## src/rtl/fir_serial_mac.sv

```systemverilog
// Serial multiply-accumulate engine for one equalizer band: shifts each accepted
// sample into the external delay pipeline, sweeps every tap, then rounds and saturates.
module fir_serial_mac #(
    parameter int unsigned NUM_TAPS  = 64,
    parameter int unsigned COEF_W    = 16,
    parameter int unsigned ACC_W     = 40,
    parameter int unsigned OUT_SHIFT = 15
) (
    input  logic                     clk,
    input  logic                     rst,
    input  logic                     in_valid,
    output logic                     in_ready,
    input  logic signed [15:0]       sample_in,
    output logic signed [15:0]       filter_in,
    output logic                     phase_0,
    output logic [5:0]               current_count,
    input  logic signed [15:0]       delay_filter_in,
    input  logic signed [COEF_W-1:0] coef_in,
    output logic                     out_valid,
    input  logic                     out_ready,
    output logic signed [15:0]       filter_out,
    output logic                     busy
);

    localparam int unsigned SAMPLE_W = 16;
    localparam int unsigned CNT_W    = 6;
    localparam int unsigned PROD_W   = SAMPLE_W + COEF_W;

    localparam logic [CNT_W-1:0]        LAST_TAP = CNT_W'(NUM_TAPS - 1);
    localparam logic signed [ACC_W-1:0] ROUND_C  = ACC_W'(64'd1 << (OUT_SHIFT - 1));
    localparam logic signed [ACC_W-1:0] SAT_MAX  = ACC_W'(32767);
    localparam logic signed [ACC_W-1:0] SAT_MIN  = ~SAT_MAX;

    typedef enum logic [2:0] {
        S_IDLE,
        S_LOAD,
        S_MAC,
        S_FINISH,
        S_OUT
    } state_t;

    state_t                     state_q, state_d;
    logic                       in_ready_q, in_ready_d;
    logic                       phase_0_q, phase_0_d;
    logic [CNT_W-1:0]           count_q, count_d;
    logic signed [SAMPLE_W-1:0] filter_in_q, filter_in_d;
    logic signed [ACC_W-1:0]    acc_q, acc_d;
    logic                       out_valid_q, out_valid_d;
    logic signed [SAMPLE_W-1:0] filter_out_q, filter_out_d;
    logic                       busy_q, busy_d;

    logic signed [PROD_W-1:0]   prod;
    logic signed [ACC_W-1:0]    prod_ext;
    logic signed [ACC_W-1:0]    rounded;

    // Full-width tap product, sign-extended into the accumulator width
    always_comb begin
        prod     = delay_filter_in * coef_in;
        prod_ext = {{(ACC_W - PROD_W){prod[PROD_W-1]}}, prod};
        rounded  = (acc_q + ROUND_C) >>> OUT_SHIFT;
    end

    always_comb begin
        state_d      = state_q;
        in_ready_d   = in_ready_q;
        phase_0_d    = 1'b0;
        count_d      = count_q;
        filter_in_d  = filter_in_q;
        acc_d        = acc_q;
        out_valid_d  = out_valid_q;
        filter_out_d = filter_out_q;
        busy_d       = busy_q;

        case (state_q)
            S_IDLE: begin
                if (in_valid && in_ready_q) begin
                    filter_in_d = sample_in;
                    in_ready_d  = 1'b0;
                    phase_0_d   = 1'b1;
                    busy_d      = 1'b1;
                    state_d     = S_LOAD;
                end
            end
            S_LOAD: begin
                count_d = '0;
                state_d = S_MAC;
            end
            S_MAC: begin
                // Tap 0 overwrites the accumulator so no separate clear cycle is needed
                acc_d = (count_q == '0) ? prod_ext : (acc_q + prod_ext);
                if (count_q == LAST_TAP) begin
                    count_d = '0;
                    state_d = S_FINISH;
                end else begin
                    count_d = count_q + CNT_W'(1);
                end
            end
            S_FINISH: begin
                if (rounded > SAT_MAX) begin
                    filter_out_d = SAMPLE_W'(SAT_MAX);
                end else if (rounded < SAT_MIN) begin
                    filter_out_d = SAMPLE_W'(SAT_MIN);
                end else begin
                    filter_out_d = SAMPLE_W'(rounded);
                end
                out_valid_d = 1'b1;
                busy_d      = 1'b0;
                state_d     = S_OUT;
            end
            S_OUT: begin
                if (out_ready) begin
                    out_valid_d = 1'b0;
                    in_ready_d  = 1'b1;
                    state_d     = S_IDLE;
                end
            end
            default: begin
                state_d     = S_IDLE;
                in_ready_d  = 1'b1;
                count_d     = '0;
                out_valid_d = 1'b0;
                busy_d      = 1'b0;
            end
        endcase
    end

    always_ff @(posedge clk or posedge rst) begin
        if (rst) begin
            state_q      <= S_IDLE;
            in_ready_q   <= 1'b1;
            phase_0_q    <= 1'b0;
            count_q      <= '0;
            filter_in_q  <= '0;
            acc_q        <= '0;
            out_valid_q  <= 1'b0;
            filter_out_q <= '0;
            busy_q       <= 1'b0;
        end else begin
            state_q      <= state_d;
            in_ready_q   <= in_ready_d;
            phase_0_q    <= phase_0_d;
            count_q      <= count_d;
            filter_in_q  <= filter_in_d;
            acc_q        <= acc_d;
            out_valid_q  <= out_valid_d;
            filter_out_q <= filter_out_d;
            busy_q       <= busy_d;
        end
    end

    assign in_ready      = in_ready_q;
    assign phase_0       = phase_0_q;
    assign current_count = count_q;
    assign filter_in     = filter_in_q;
    assign out_valid     = out_valid_q;
    assign filter_out    = filter_out_q;
    assign busy          = busy_q;

endmodule

```

## config.mk

```make
export PLATFORM = sky130hd
export DESIGN_NAME = fir_serial_mac
export DESIGN_NICKNAME = d
export VERILOG_FILES = /design/src/rtl/fir_serial_mac.sv
export SDC_FILE = /design/constraint.sdc
export NUM_CORES = 1
export LEC_CHECK = 0
export CAP_MARGIN = 5
export CORE_UTILIZATION = 55
export DETAILED_ROUTE_END_ITERATION = 6
export GPL_TIMING_DRIVEN = 0
export PLACE_DENSITY_LB_ADDON = 0.12
export SLEW_MARGIN = 20
export SYNTH_ARGS = -nofsm -noshare
export SYNTH_HDL_FRONTEND = slang
export SYNTH_SLANG_ARGS = --single-unit
```

## constraint.sdc

```tcl
create_clock -name clk -period 3.5 [get_ports clk]
set_input_delay 0.875 -clock clk [delete_from_list [all_inputs] [get_ports clk]]
set_output_delay 0.875 -clock clk [all_outputs]
set_load 0.02 [all_outputs]
```

Yosys cells after proc, flatten, opt, wreduce, memory -nomap -nowiden
Index checks and enable logic that the tools add are counted.
{ "word_totals": {"ff_bits": 85, "wordCells": 56, "inputBits": 52, "out_inout_bits": 42} }
{ "classes": {"n_lt_le_gt_ge": 2, "bitwise": 3, "multipliers": 1, "muxes": 18, "n_eq_ne": 8, "addsub": 3, "n_reduce_logical": 12} }
{ "ops": {"columns": ["op", "count"], "rows": [
  ["adder 40 x 16 -> 40 bit (second input constant)", 1],
  ["adder 40 x 32 -> 40 bit", 1],
  ["2-to-1 mux 40 bit", 1],
  ["multiplier 16 x 16 -> 32 bit", 1],
  ["2-to-1 mux 16 bit", 2],
  ["greater-than comparator 25 x 16 -> 1 bit (second input constant)", 1],
  ["< comparator 25 x 16 -> 1 bit (second input constant)", 1],
  ["case mux 3 bit (5 select lines)", 1],
  ["case mux 6 bit (2 select lines)", 1],
  ["OR reduction 3 bit", 4],
  ["2-to-1 mux 3 bit", 3],
  ["adder 6 x 1 -> 6 bit (second input constant)", 1],
  ["equality test 3 x 2 -> 1 bit (second input constant)", 2],
  ["equality test 6 bit (second input constant)", 1],
  ["logical NOT 6 bit", 1],
  ["2-to-1 mux 1 bit", 6],
  ["2-to-1 mux 6 bit", 1],
  ["!= test 2 bit (second input constant)", 3],
  ["case mux 1 bit (3 select lines)", 2],
  ["AND reduction 2 bit", 3],
  ["AND reduction 3 bit", 2],
  ["equality test 3 x 1 -> 1 bit (second input constant)", 1],
  ["equality test 3 bit (second input constant)", 1],
  ["logical NOT 3 bit", 1],
  ["3 further kinds", 5]
]} }

Depth between registers and ports, before layout
{ "depth": {"depth_word": 4, "mapped_depth": 35, "ltp_nobuf": 33} }

Worst setup path before layout
Ideal clock, no wire load.
{ "synth_path": {"kind": "input port to flip-flop", "from": "in coef_in[9]", "to": "reg acc_q[34]", "setup_ns": 0.126, "stages": 32, "path_buffers": 1, "path_slack_ns": -5.143, "required_time_ns": 3.374, "arrival_ns": 8.517, "path_cell_list": "clkbuf_1 > nand2_1 > fa_1 > inv_1 > fa_1 > inv_1 > fa_1 > inv_1 > fa_1 > fa_1 > inv_1 > fa_1 > inv_1 > ha_1 > a211o_1 > a21oi_1 > nand2_1 > nor3_1 > o31ai_1 > a211o_1 > a21oi_1 > xnor2_1 > ha_1 > a21o_1 > a21oi_1 > o21bai_1 > a211o_1 > a21o_1 > a211o_1 > a311o_1 > xor2_1 > a221o_1"} }
{ "synth_between": {"elab_chain_len": 3} }
{ "synth_rtl": {"columns": ["item", "line_no", "text"], "rows": [
  ["start, declared", "18", "input logic signed [COEF_W-1:0] coef_in,"],
  ["multiplier 16 x 16 -> 32 bit (*)", "58", "prod = delay_filter_in * coef_in;"],
  ["adder 40 x 32 -> 40 bit", "90", "acc_d = (count_q == '0) ? prod_ext : (acc_q + prod_ext);"],
  ["2-to-1 mux 40 bit (*)", "90", null],
  ["end signal, assigned", "134", "acc_q <= '0;"],
  ["end signal, assigned", "144", "acc_q <= acc_d;"],
  ["end, declared", "47", "logic signed [ACC_W-1:0] acc_q, acc_d;"]
]} }
Every way passes the cells marked *; elsewhere a longest branch is shown, timed or not.
A chain may end at the register's enable or synchronous reset.

Worst setup path in the final report
{ "layout_path": {"from": "in coef_in[9]", "to": "reg acc_q[36]"} }
Same word-level chain as after synthesis.

==> qor.txt <==
Flop2flop setup slack: -0.03 ns
Status: finished, violations left
Reg2reg end: acc_q[36]$_DFFE_PP0P_
Layout cell share with drive strength beyond 1: 23.1%
Antenna violations before repair: 1
Tmin final: 8.33 ns
Area of all sequential standard cells: 0.00213 sq mm
CP endpoint: acc_q[36]$_DFFE_PP0P_
Ys flop type: dfrtp_1
Vias in the first global route: 14,800
Fillers: 2,038
Reg clk slew, reported paths: 0.07 ns
Via-to-Cell Ratio: 5.63
WP data required: 3.74 ns
Total core area: 0.0288 sq mm
RSZ-0062 raised after global routing: true
Yosys warning count: 0
Vias post-DR: 14,000
Slew headroom: 44.0%
Clock Path Buffers: 2
Largest net degree at the start of global routing: 49
R2R depth: 12
CP arrival: 8.56 ns
DRT iter0 DRCs: 922
Mapped Cells: 1,860
Avg WL per Cell: 18.0 um
Worst setup EP type: flip-flop
Fin. max-slew vios: 0
Ports: 94
Starting Density: 56.0%
Crit path launch: coef_in[9]
Chip width: 173 um
CTS tree: yes
Ys async rst share: 100%
Failing checks: setup timing
Syn_area_per_cell: 8.67 sq um
Global-route wire length before repair: 73.7 mm
Register bit total from synthesis: 85
CP peak stage delay: 0.56 ns
Area delta synth->final: 31.1%
Inserted Clock Buffers: 9
Slew @ Worst Pin: 0.841 ns
Max cap viols: 0
Worst R2R Start: acc_q[0]$_DFFE_PP0P_
Inserted Diodes: 0
Synth cell types: 71
Synth area leader: fa_1
Register area share after synthesis: 13.2%
Clock Tree Root: clkbuf_16
Post-Route WL: 44.8 mm
Mapped cell area: 0.0161 sq mm
GRT Resource Usage Total: 31.0%
Hold Buf Count CTS: 0
GR Overflow Total: 0
DRC: 0
DPL Wire Length: 33.4 mm
Final Hold Viols: 0
Maximum clock frequency: 0.120 GHz
Clk_lat worst skew: 0.35 ns
Fin crit share: 238%
Routability cong.: 0.911
Final nets: 2,537
Syn Nets: 2,303
# port buffers: 93
Area share of the largest cell type after synthesis: 32.7%
Number of iterations in the first detailed-routing pass: 6
Largest cells by area after synthesis: fa_1 (33%), dfrtp_1 (13%), ha_1 (9.9%), inv_1 (8.0%), nand2_1 (5.9%)
Slowest CP cell: fa_1
# rows: 62
Hold WS: 0.476 ns
Die Ht: 173 um
Setup Viol. Count Final: 36
Post-synth EDFFs: 0
Worst setup margin: -4.83 ns
Clock sinks: 85
H-tree depth: 3
HP Class: flip-flop to flip-flop
Die ar.: 0.0300 sq mm
ANT nets after route: 0
Crit Path Class: primary input to flip-flop
Largest fanout on the critical path: 7
Clock skew: 0.0145 ns
Critical path launch point type: primary input
CP most frequent cell: fa_1
Area of the multi-input gates: 0.0141 sq mm
-- cells in the mapped netlist, types with 24 or more instances --
master,count
nand2_1,253
clkbuf_1,57
o21a_1,24
nor2_1,84
xnor2_1,59
a21o_1,25
o21ai_0,56
inv_1,345
dfrtp_1,84
and2_1,132
xor2_1,28
fa_1,263
nand3_1,24
a21oi_1,81
ha_1,128
-- worst max-delay path: cells and delay by family --
family	cells	cell delay (ns)
AOI/OAI and AO/OA	13	2.84
buffers and inverters	7	0.52
and+or+nand+nor	5	0.67
adders and majority gates	8	3.46
xor gates and xnor gates	1	0.18
-- cell usage in the layout (no fill, tap or decap), types with 13 or more instances in the layout --
cell type and instances:
a21o_1 24, a21oi_1 45, a21oi_2 28, and2_1 116, and2_4 16, buf_4 111
buf_6 38, buf_8 13, clkbuf_1 23, clkbuf_16 23, clkdlybuf4s50_1 62, dfrtp_1 84
fa_1 247, fa_2 16, ha_1 74, ha_4 48, inv_1 306, inv_2 36
nand2_1 242, nand3_1 20, nor2_1 76, o211ai_1 14, o21a_1 23, o21ai_0 32
o21ai_1 21, xnor2_1 36, xnor2_2 17, xor2_1 25
-- per-layer routing --
metal | vias up | wire [um] | GRT usage (%)
met3 | 125 | 3170 | 6.16
met5 | - | 13 | 0
li1 | 6354 | - | -
met2 | 486 | 22300 | 53.4
met1 | 7014 | 17700 | 39.0
met4 | 2 | 1620 | 10.5
-- sequential cells by signal (all words and copies together), names as in the netlist, 3 cells and up --
register,count
current_count,6
filter_out,16
filter_in,16
acc_q,40
state_q,3
-- worst min-delay path by stage --
stage | from | endpoint | slack (ns) | depth (start not counted)
2_1_floorplan | acc_q[10]$_DFFE_PP0P_ | acc_q[10]$_DFFE_PP0P_ | 0.45 | 2
4_1_cts | filter_in[4]$_DFFE_PP0P_ | filter_in[4]$_DFFE_PP0P_ | 0.48 | 2
6_report | filter_in[6]$_DFFE_PP0P_ | filter_in[6]$_DFFE_PP0P_ | 0.48 | 2
3_5_place_dp | filter_in[7]$_DFFE_PP0P_ | filter_in[7]$_DFFE_PP0P_ | 0.46 | 2
3_3_place_gp | filter_in[10]$_DFFE_PP0P_ | filter_in[10]$_DFFE_PP0P_ | 0.46 | 2
5_1_grt | filter_in[6]$_DFFE_PP0P_ | filter_in[6]$_DFFE_PP0P_ | 0.50 | 2
-- cell type report --
type / instances / share of cell area [%]
Buffer: 61 / 3.36
Clock buffer: 9 / 1.07
Clock inverter: 7 / 0.326
Inverter: 346 / 6.18
Multi-Input combinational cell: 1365 / 66.7
Sequential cell: 85 / 10.1
Tap cell: 384 / 2.27
Timing Repair Buffer: 226 / 9.99
-- kinds of logic after synthesis --
group | synth area share (%)
mux | 0.311
simple gates | 17.1
xor+xnor | 4.73
buf+inv | 9.56
flops | 13.2
compound gates | 12.5
fa+ha+maj | 42.6
-- through the flow --
stage	cells	TNS, ns	utilization (%)	setup WS, ns	instance area (sq um)
detailed placement	2338	-174.88	63.1	-6.42	18200
CTS	2461	-126.88	70.9	-4.72	20400
global placement	2337	-257.33	63.0	-6.33	18100
floorplan	1860	-120.18	-	-4.74	16700
finish	2483	-129.72	73.4	-4.83	21100
global route	2483	-137.20	73.4	-5.06	21100
-- timing repair --
| item | 4_1_cts | 5_1_grt |
|---|---|---|
| gates resized for setup | 424 | 129 |
| setup buffers | 107 | 22 |
| cloned | 3 | 0 |
| pin swaps | 121 | 84 |
| setup endpoints to repair | 37 | 37 |
Power is left out: the tool's default activity adds up to more than one toggle a clock period on the data nets, which glitch-free logic cannot reach.
